### config.mk
export PLATFORM = sky130hd
export DESIGN_NAME = ascon_sigma_unit
export DESIGN_NICKNAME = d
export VERILOG_FILES = /design/src/rtl/ascon_pkg.sv /design/src/rtl/ascon_ror.sv /design/src/rtl/ascon_sigma_unit.sv
export SDC_FILE = /design/constraint.sdc
export NUM_CORES = 1
export LEC_CHECK = 0
export CAP_MARGIN = 20
export CORE_AREA = 4 4 218 198
export CTS_BUF_LIST = sky130_fd_sc_hd__clkbuf_4 sky130_fd_sc_hd__clkbuf_8 sky130_fd_sc_hd__clkbuf_16
export DETAILED_ROUTE_END_ITERATION = 16
export DIE_AREA = 0 0 222 202
export GPL_TIMING_DRIVEN = 1
export SETUP_SLACK_MARGIN = 0.4
export SYNTH_ARGS = -nofsm -noshare
export SYNTH_HDL_FRONTEND = slang
export SYNTH_SLANG_ARGS = --single-unit
### constraint.sdc
create_clock -name clk -period 10.8 [get_ports clk]
set_clock_uncertainty 0.1 [all_clocks]
set_input_delay 1.08 -clock clk [delete_from_list [all_inputs] [get_ports clk]]
set_output_delay 1.08 -clock clk [all_outputs]
set_load 0.03 [all_outputs]
### src/rtl/ascon_pkg.sv
// Shared definitions for the Ascon sigma (linear diffusion) unit:
// per-lane rotation pairs, FSM state encoding and parameter legality checks.
package ascon_pkg;

  typedef enum logic [1:0] {
    ST_IDLE,
    ST_ROT0,
    ST_ROT1,
    ST_DONE
  } sigma_state_e;

  typedef struct packed {
    logic [5:0] r0;
    logic [5:0] r1;
  } rot_pair_t;

  localparam int unsigned NUM_LANES = 5;

  // Right-rotate amounts applied to each of the five state lanes.
  localparam rot_pair_t ROT_TABLE [NUM_LANES] = '{
    '{r0: 6'd19, r1: 6'd28},
    '{r0: 6'd61, r1: 6'd39},
    '{r0: 6'd1,  r1: 6'd6 },
    '{r0: 6'd10, r1: 6'd17},
    '{r0: 6'd7,  r1: 6'd41}
  };

  function automatic logic lane_bad(input logic [4:0] imm);
    return imm > 5'(NUM_LANES - 1);
  endfunction

  // Out-of-range lanes map to a zero rotation pair; the result is masked anyway.
  function automatic rot_pair_t rot_lookup(input logic [4:0] imm);
    rot_pair_t p;
    p = '0;
    if (!lane_bad(imm)) p = ROT_TABLE[imm[2:0]];
    return p;
  endfunction

  function automatic bit xlen_legal(input int unsigned xlen);
    return (xlen == 32) || (xlen == 64);
  endfunction

endpackage

### src/rtl/ascon_ror.sv
// Parametrised logarithmic right-rotator.
module ascon_ror #(
  parameter  int unsigned WIDTH = 64,
  localparam int unsigned SHW   = $clog2(WIDTH)
) (
  input  logic [WIDTH-1:0] din,
  input  logic [SHW-1:0]   amt,
  output logic [WIDTH-1:0] dout
);

  logic [WIDTH-1:0] stage;

  // One conditional power-of-two rotate per shift-amount bit.
  always_comb begin
    stage = din;
    for (int unsigned s = 0; s < SHW; s++) begin
      if (amt[s]) stage = (stage >> (2 ** s)) | (stage << (WIDTH - 2 ** s));
    end
    dout = stage;
  end

endmodule

### src/rtl/ascon_sigma_unit.sv
// Ascon sigma unit: rd = x ^ ror(x,r0) ^ ror(x,r1) for a selected lane.
// XLEN=64 works on a full lane; XLEN=32 works on a bit-interleaved lane
// split into even (rs1) and odd (rs2) halves. SERIAL=1 time-shares a
// single rotator over two cycles.
module ascon_sigma_unit
  import ascon_pkg::*;
#(
  parameter int unsigned XLEN   = 64,
  parameter int unsigned SERIAL = 0
) (
  input  logic            clk,
  input  logic            rst,
  input  logic            op_valid,
  output logic            op_ready,
  input  logic [XLEN-1:0] rs1,
  input  logic [XLEN-1:0] rs2,
  input  logic [4:0]      imm,
  input  logic            op_sigma,
  input  logic            op_hi,
  output logic            rd_valid,
  input  logic            rd_ready,
  output logic [XLEN-1:0] rd,
  output logic            rd_err
);

  if (!xlen_legal(XLEN)) begin : g_bad_xlen
    $error("ascon_sigma_unit: XLEN must be 32 or 64");
  end

  localparam int unsigned  NROT     = (SERIAL != 0) ? 1 : 2;
  localparam sigma_state_e FIRST_ST = (SERIAL != 0) ? ST_ROT0 : ST_DONE;

  sigma_state_e    state_q, state_d;
  logic            accept;
  logic [63:0]     lane_in, lane_q;
  logic [4:0]      imm_q;
  logic            sigma_q, hi_q;
  rot_pair_t       rp;
  logic [5:0]      rot_amt [NROT];
  logic [63:0]     rot_out [NROT];
  logic [63:0]     res_lane;
  logic [XLEN-1:0] res_word;

  assign accept = op_valid && op_ready;
  assign rp     = rot_lookup(imm_q);

  // State register.
  always_ff @(posedge clk or posedge rst) begin
    if (rst) state_q <= ST_IDLE;
    else     state_q <= state_d;
  end

  // Next state: an accept in DONE restarts exactly as an accept in IDLE.
  always_comb begin
    state_d = state_q;
    case (state_q)
      ST_IDLE: if (accept) state_d = FIRST_ST;
      ST_ROT0: state_d = ST_ROT1;
      ST_ROT1: state_d = ST_DONE;
      ST_DONE: begin
        if (accept)        state_d = FIRST_ST;
        else if (rd_ready) state_d = ST_IDLE;
      end
      default: state_d = ST_IDLE;
    endcase
  end

  // Operand capture on acceptance only.
  always_ff @(posedge clk or posedge rst) begin
    if (rst) begin
      lane_q  <= '0;
      imm_q   <= '0;
      sigma_q <= 1'b0;
      hi_q    <= 1'b0;
    end else if (accept) begin
      lane_q  <= lane_in;
      imm_q   <= imm;
      sigma_q <= op_sigma;
      hi_q    <= op_hi;
    end
  end

  if (SERIAL != 0) begin : g_amt_serial
    assign rot_amt[0] = (state_q == ST_ROT1) ? rp.r1 : rp.r0;
  end else begin : g_amt_par
    assign rot_amt[0] = rp.r0;
    assign rot_amt[1] = rp.r1;
  end

  for (genvar gi = 0; gi < NROT; gi++) begin : g_rot
    if (XLEN == 64) begin : g_x64
      ascon_ror #(.WIDTH(64)) u_ror (
        .din  (lane_q),
        .amt  (rot_amt[gi]),
        .dout (rot_out[gi])
      );
    end else begin : g_x32
      // ror64 by 2k rotates both halves by k; by 2k+1 swaps halves,
      // rotating the new even half by k and the new odd half by k+1.
      logic        odd;
      logic [4:0]  k, od_amt;
      logic [31:0] ev_in, od_in, ev_out, od_out;

      assign odd    = rot_amt[gi][0];
      assign k      = rot_amt[gi][5:1];
      assign od_amt = k + {4'b0, odd};
      assign ev_in  = odd ? lane_q[63:32] : lane_q[31:0];
      assign od_in  = odd ? lane_q[31:0]  : lane_q[63:32];

      ascon_ror #(.WIDTH(32)) u_ror_ev (
        .din  (ev_in),
        .amt  (k),
        .dout (ev_out)
      );
      ascon_ror #(.WIDTH(32)) u_ror_od (
        .din  (od_in),
        .amt  (od_amt),
        .dout (od_out)
      );

      assign rot_out[gi] = {od_out, ev_out};
    end
  end

  if (SERIAL != 0) begin : g_acc
    logic [63:0] acc_q;

    // Accumulate x ^ ror(x,r0) in ROT0, then fold in ror(x,r1) in ROT1.
    always_ff @(posedge clk or posedge rst) begin
      if (rst)                     acc_q <= '0;
      else if (state_q == ST_ROT0) acc_q <= lane_q ^ rot_out[0];
      else if (state_q == ST_ROT1) acc_q <= acc_q ^ rot_out[0];
    end

    assign res_lane = acc_q;
  end else begin : g_par
    assign res_lane = lane_q ^ rot_out[0] ^ rot_out[1];
  end

  if (XLEN == 64) begin : g_io64
    logic unused_x32;
    assign lane_in    = rs1;
    assign res_word   = res_lane;
    assign unused_x32 = ^{rs2, hi_q};
  end else begin : g_io32
    assign lane_in  = {rs2, rs1};
    assign res_word = hi_q ? res_lane[63:32] : res_lane[31:0];
  end

  // Handshake and result outputs; result fields are zero unless valid.
  always_comb begin
    op_ready = (state_q == ST_IDLE) || ((state_q == ST_DONE) && rd_ready);
    rd_valid = (state_q == ST_DONE);
    rd_err   = rd_valid && lane_bad(imm_q);
    rd       = '0;
    if (rd_valid && sigma_q && !lane_bad(imm_q)) rd = res_word;
  end

endmodule

==> results by group <==
Clock network
  – Post-CTS Resized: 0
  – Root Buffer: clkbuf_16
  – Setup repair bufs after CTS: 0
  – Clock slew at reported path FFs: 60 ps
  – CTS Buf Count: 9
  – Hold_buf cts: 0
  – CTS tree: built
  – Max Root-Sink Buffers: 2
  – Clk sinks: 72
  – Later-pin clock latency in the skew report: 350 ps
  – # H-tree levels: 3

Timing
  – RSZ-0062 raised after global routing: false
  – Slew @ Worst Pin: 1510 ps
  – Worst setup margin: 2440 ps
  – Max Clk Rate: 120 MHz
  – Finish-stage setup viols: 0
  – Setup_tns: 0 ps
  – Count of endpoints failing hold in the final timing report: 0
  – Min Tclk post-route: 8360 ps
  – Max Slew Vio Count: 4
  – Part of the cycle the worst path needs: 77.4%
  – Slew headroom: -0.685%

Detailed routing
  – Metal2 WL: 40.6 mm
  – DRC violations left: 0
  – Metal-1 WL: 41.5 mm
  – Vias/cell: 7.80
  – Post-Route WL: 105 mm
  – DRT antenna net count: 0
  – Iter 0 DRT Violations: 4246
  – Met3 routed WL: 15.9 mm
  – WL/cell: 38.4 µm
  – Uppermost layer routed: met5
  – Drt first pass iters: 6
  – Total number of vias: 21400

Cells and area
  – Filler cells: 4228
  – Synthesis-to-layout area growth: 9.96%
  – Layout cell share with drive strength beyond 1: 15.7%
  – Final Net Count: 2338
  – Multi-input combinational cell area: 13300 µm²
  – Register Area: 1800 µm²
  – Final Cell Area: 18300 µm²
  – Non-filler instance count after layout: 2746
  – Finished Core Util: 45.0%

Critical path
  – CP endpoint kind: output port
  – Slowest-stage cell, CP: nor4_2
  – Worst Reg-to-Reg Cells: 5
  – CP max FO: 66
  – Worst EP arrival: 7180 ps
  – Worst R2R End: lane_q[59]
  – Crit Path Class: reg2out
  – FF-to-FF Start: state_q[0]
  – CP Launch Type: flop
  – R2r setup slk: 8670 ps
  – Worst path cell trace: inv_1 -> ha_4 -> nor2_2 -> o21ai_4 -> buf_4 -> a211oi_1 -> nor3_1 -> nor4_2 -> o32ai_1 -> or3_1 -> a21o_1 -> a21oi_1 -> clkdlybuf4s50_1
  – Crit-path max cell delay: 960 ps
  – CP required: 9620 ps

Synth
  – Post-Synth Simple-Gate Area: 28.7%
  – Synthesized area per cell: 7.36 µm²
  – YS warnings: 0
  – Syn Nets: 2401
  – Number of flops mapped to enable cells by yosys: 0
  – Post-synthesis mux area share: 10.9%
  – Synthesized instance count: 2259
  – Post-synth ARST share: 100%
  – Adder-cell share of the synthesized area: 0.226%
  – Post-Syn Area: 16600 µm²
  – Library cells used by synthesis: 91
  – Top cells by area, synth: nor3_1, dfrtp_1, a211oi_1, a211oi_2, mux2_2
  – Area fraction of the dominant cell type after synthesis: 11.1%
  – Prevailing post-synth register cell: dfrtp_1
  – Cell taking the most area after synthesis: nor3_1
  – Flops & latches, synth: 72
  – Post-synthesis compound-gate area fraction: 38.9%
  – Main combinational cell family by area after synthesis: compound AO/OA/AOI/OAI gates
  – Synth Area in XOR/XNOR: 1.05%
  – Sequential area share after synthesis: 10.8%

Placement
  – GPL Wtd Cong: 1.13
  – DP Area: 17900 µm²
  – Dpl cells: 2718
  – Detailed placer's ending HPWL: 77.5 mm
  – Pre-CTS WS: 3220 ps
  – Port Buf Inserts: 140

Power
  – Pwr/cell area: 342 nW/µm²
  – Share of power burned in registers: 13.3%
  – Total leakage power: 6.36 nW
  – Maximum vdd ir drop: 183 µV
  – Clk network pwr share: 5.2%
  – Switching Power: 4.08 mW
  – Int Pwr: 2.17 mW
  – Switching Fraction: 65.3%
  – Logic gate share of total power: 81.5%

Global routing
  – Total grt overflow: 0
  – Antenna violations before repair: 4
  – Vias in the first global route: 18700
  – Total track usage: 44.0%
  – Largest net degree at the start of global routing: 73
  – Global-route wire length before repair: 145 mm

Hold path
  – Hold/Removal Path Class: reg2reg
  – Hold Path Sink: imm_q[4]
  – Beginning of the worst hold path: imm_q[4]
  – Hold depth: 1

Flow run
  – Max-cap violations: 0

Status
  – Failing checks: slew limit
  – Status: complete, but fails checks

Floorplan
  – Core area: 40600 µm²
  – # IOs: 206
  – # rows: 70
  – Die height: 202 µm
  – Die area: 44800 µm²
  – Initial core utilization: 40.9%
  – Die Wd: 222 µm
cells in the mapped netlist, types with 67 or more instances:
cell type,n
clkbuf_1,151
buf_2,69
nor3_1,369
mux2_2,83
a211oi_1,155
a21oi_1,103
dfrtp_1,72
o22ai_1,72
nor2_1,104
o21ai_0,115
o32ai_1,67
a211oi_2,82
mux2i_1,83
critical path: cells and delay by family (launching register included):
kind,cells,cell delay [ps]
fa+ha+maj,1,520
compound gates,5,1880
simple gates,4,2370
flops,1,680
buf+inv,3,1350
cell families after synthesis:
group	Yosys count
multiplexers	168
AO/OA/AOI/OAI	847
XOR/XNOR	9
flip-flops	72
buffers and inverters	336
AND/OR/NAND/NOR	824
adder cells (fa/ha/maj)	3
layout make-up:
class	instances	area share (%)
Antenna cell	5	0.0685
Clock buffer	9	1.23
Clock inverter	7	0.548
Inverter	59	1.21
Multi-Input combinational cell	1851	73.0
Sequential cell	72	9.87
Tap cell	540	3.70
Timing Repair Buffer	203	10.3
sequential cells by signal, summed over array words and instances, names as in the netlist:
name,flops
imm_q,5
lane_q,64
sigma_q,1
state_q,2
routing by layer:
metal	up-vias	global-route usage, %
li1	8899	-
met1	10300	58.0
met2	1809	58.8
met3	362	21.1
met4	10	23.2
met5	-	1.94
power groups by stage:
stage / Combinational, mW / Sequential (mW) / Clock, mW
after floorplan: 3.36 / 0.392 / 0
after global placement: 4.73 / 0.779 / 0
after detailed placement: 4.77 / 0.781 / 0
after CTS: 4.79 / 0.775 / 0.334
after global routing: 5.25 / 0.796 / 0.349
final: 5.10 / 0.829 / 0.328
cells in the final DEF (no fill, tap or decap), types with 9 or more instances in the layout:
master and instances:
nor3_1 368, a211oi_1 155, clkdlybuf4s50_1 140, o21ai_0 114
a21oi_1 103, nor2_1 102, mux2i_1 83, mux2_2 83
a211oi_2 82, o22ai_1 72, dfrtp_1 71, o32ai_1 67
nand2_1 59, buf_4 59, inv_1 57, or3_1 47
nand3_1 40, nor4_1 36, and3b_1 30, a22oi_1 30
a221oi_1 29, nor4_2 27, o21a_1 23, o211ai_1 20
o211a_1 19, o31ai_1 16, and3_1 15, o31a_1 14
or4_1 12, a22o_1 11, a21o_1 10, nor4_4 9
nor3b_1 9, clkbuf_16 9
through the flow:
| stage | total power [mW] | hold WS, ps |
|---|---|---|
| 6_report | 6.26 | 413 |
| 5_1_grt | 6.39 | 448 |
| 4_1_cts | 5.90 | 418 |
| 3_5_place_dp | 5.55 | 403 |
| 3_3_place_gp | 5.50 | 391 |
| 2_1_floorplan | 3.75 | 382 |
worst max-delay path by stage:
stage	startpoint	to	slack [ps]	depth (start not counted)
floorplan	imm_q[1]	rd[21]	5890	14
global placement	imm_q[0]	rd[59]	3350	13
detailed placement	imm_q[0]	rd[35]	3220	13
CTS	imm_q[0]	rd[35]	2840	13
global route	imm_q[0]	rd[35]	2360	13
finish	imm_q[0]	rd[51]	2440	13
Note: power is estimated with default switching activity, not from simulation.
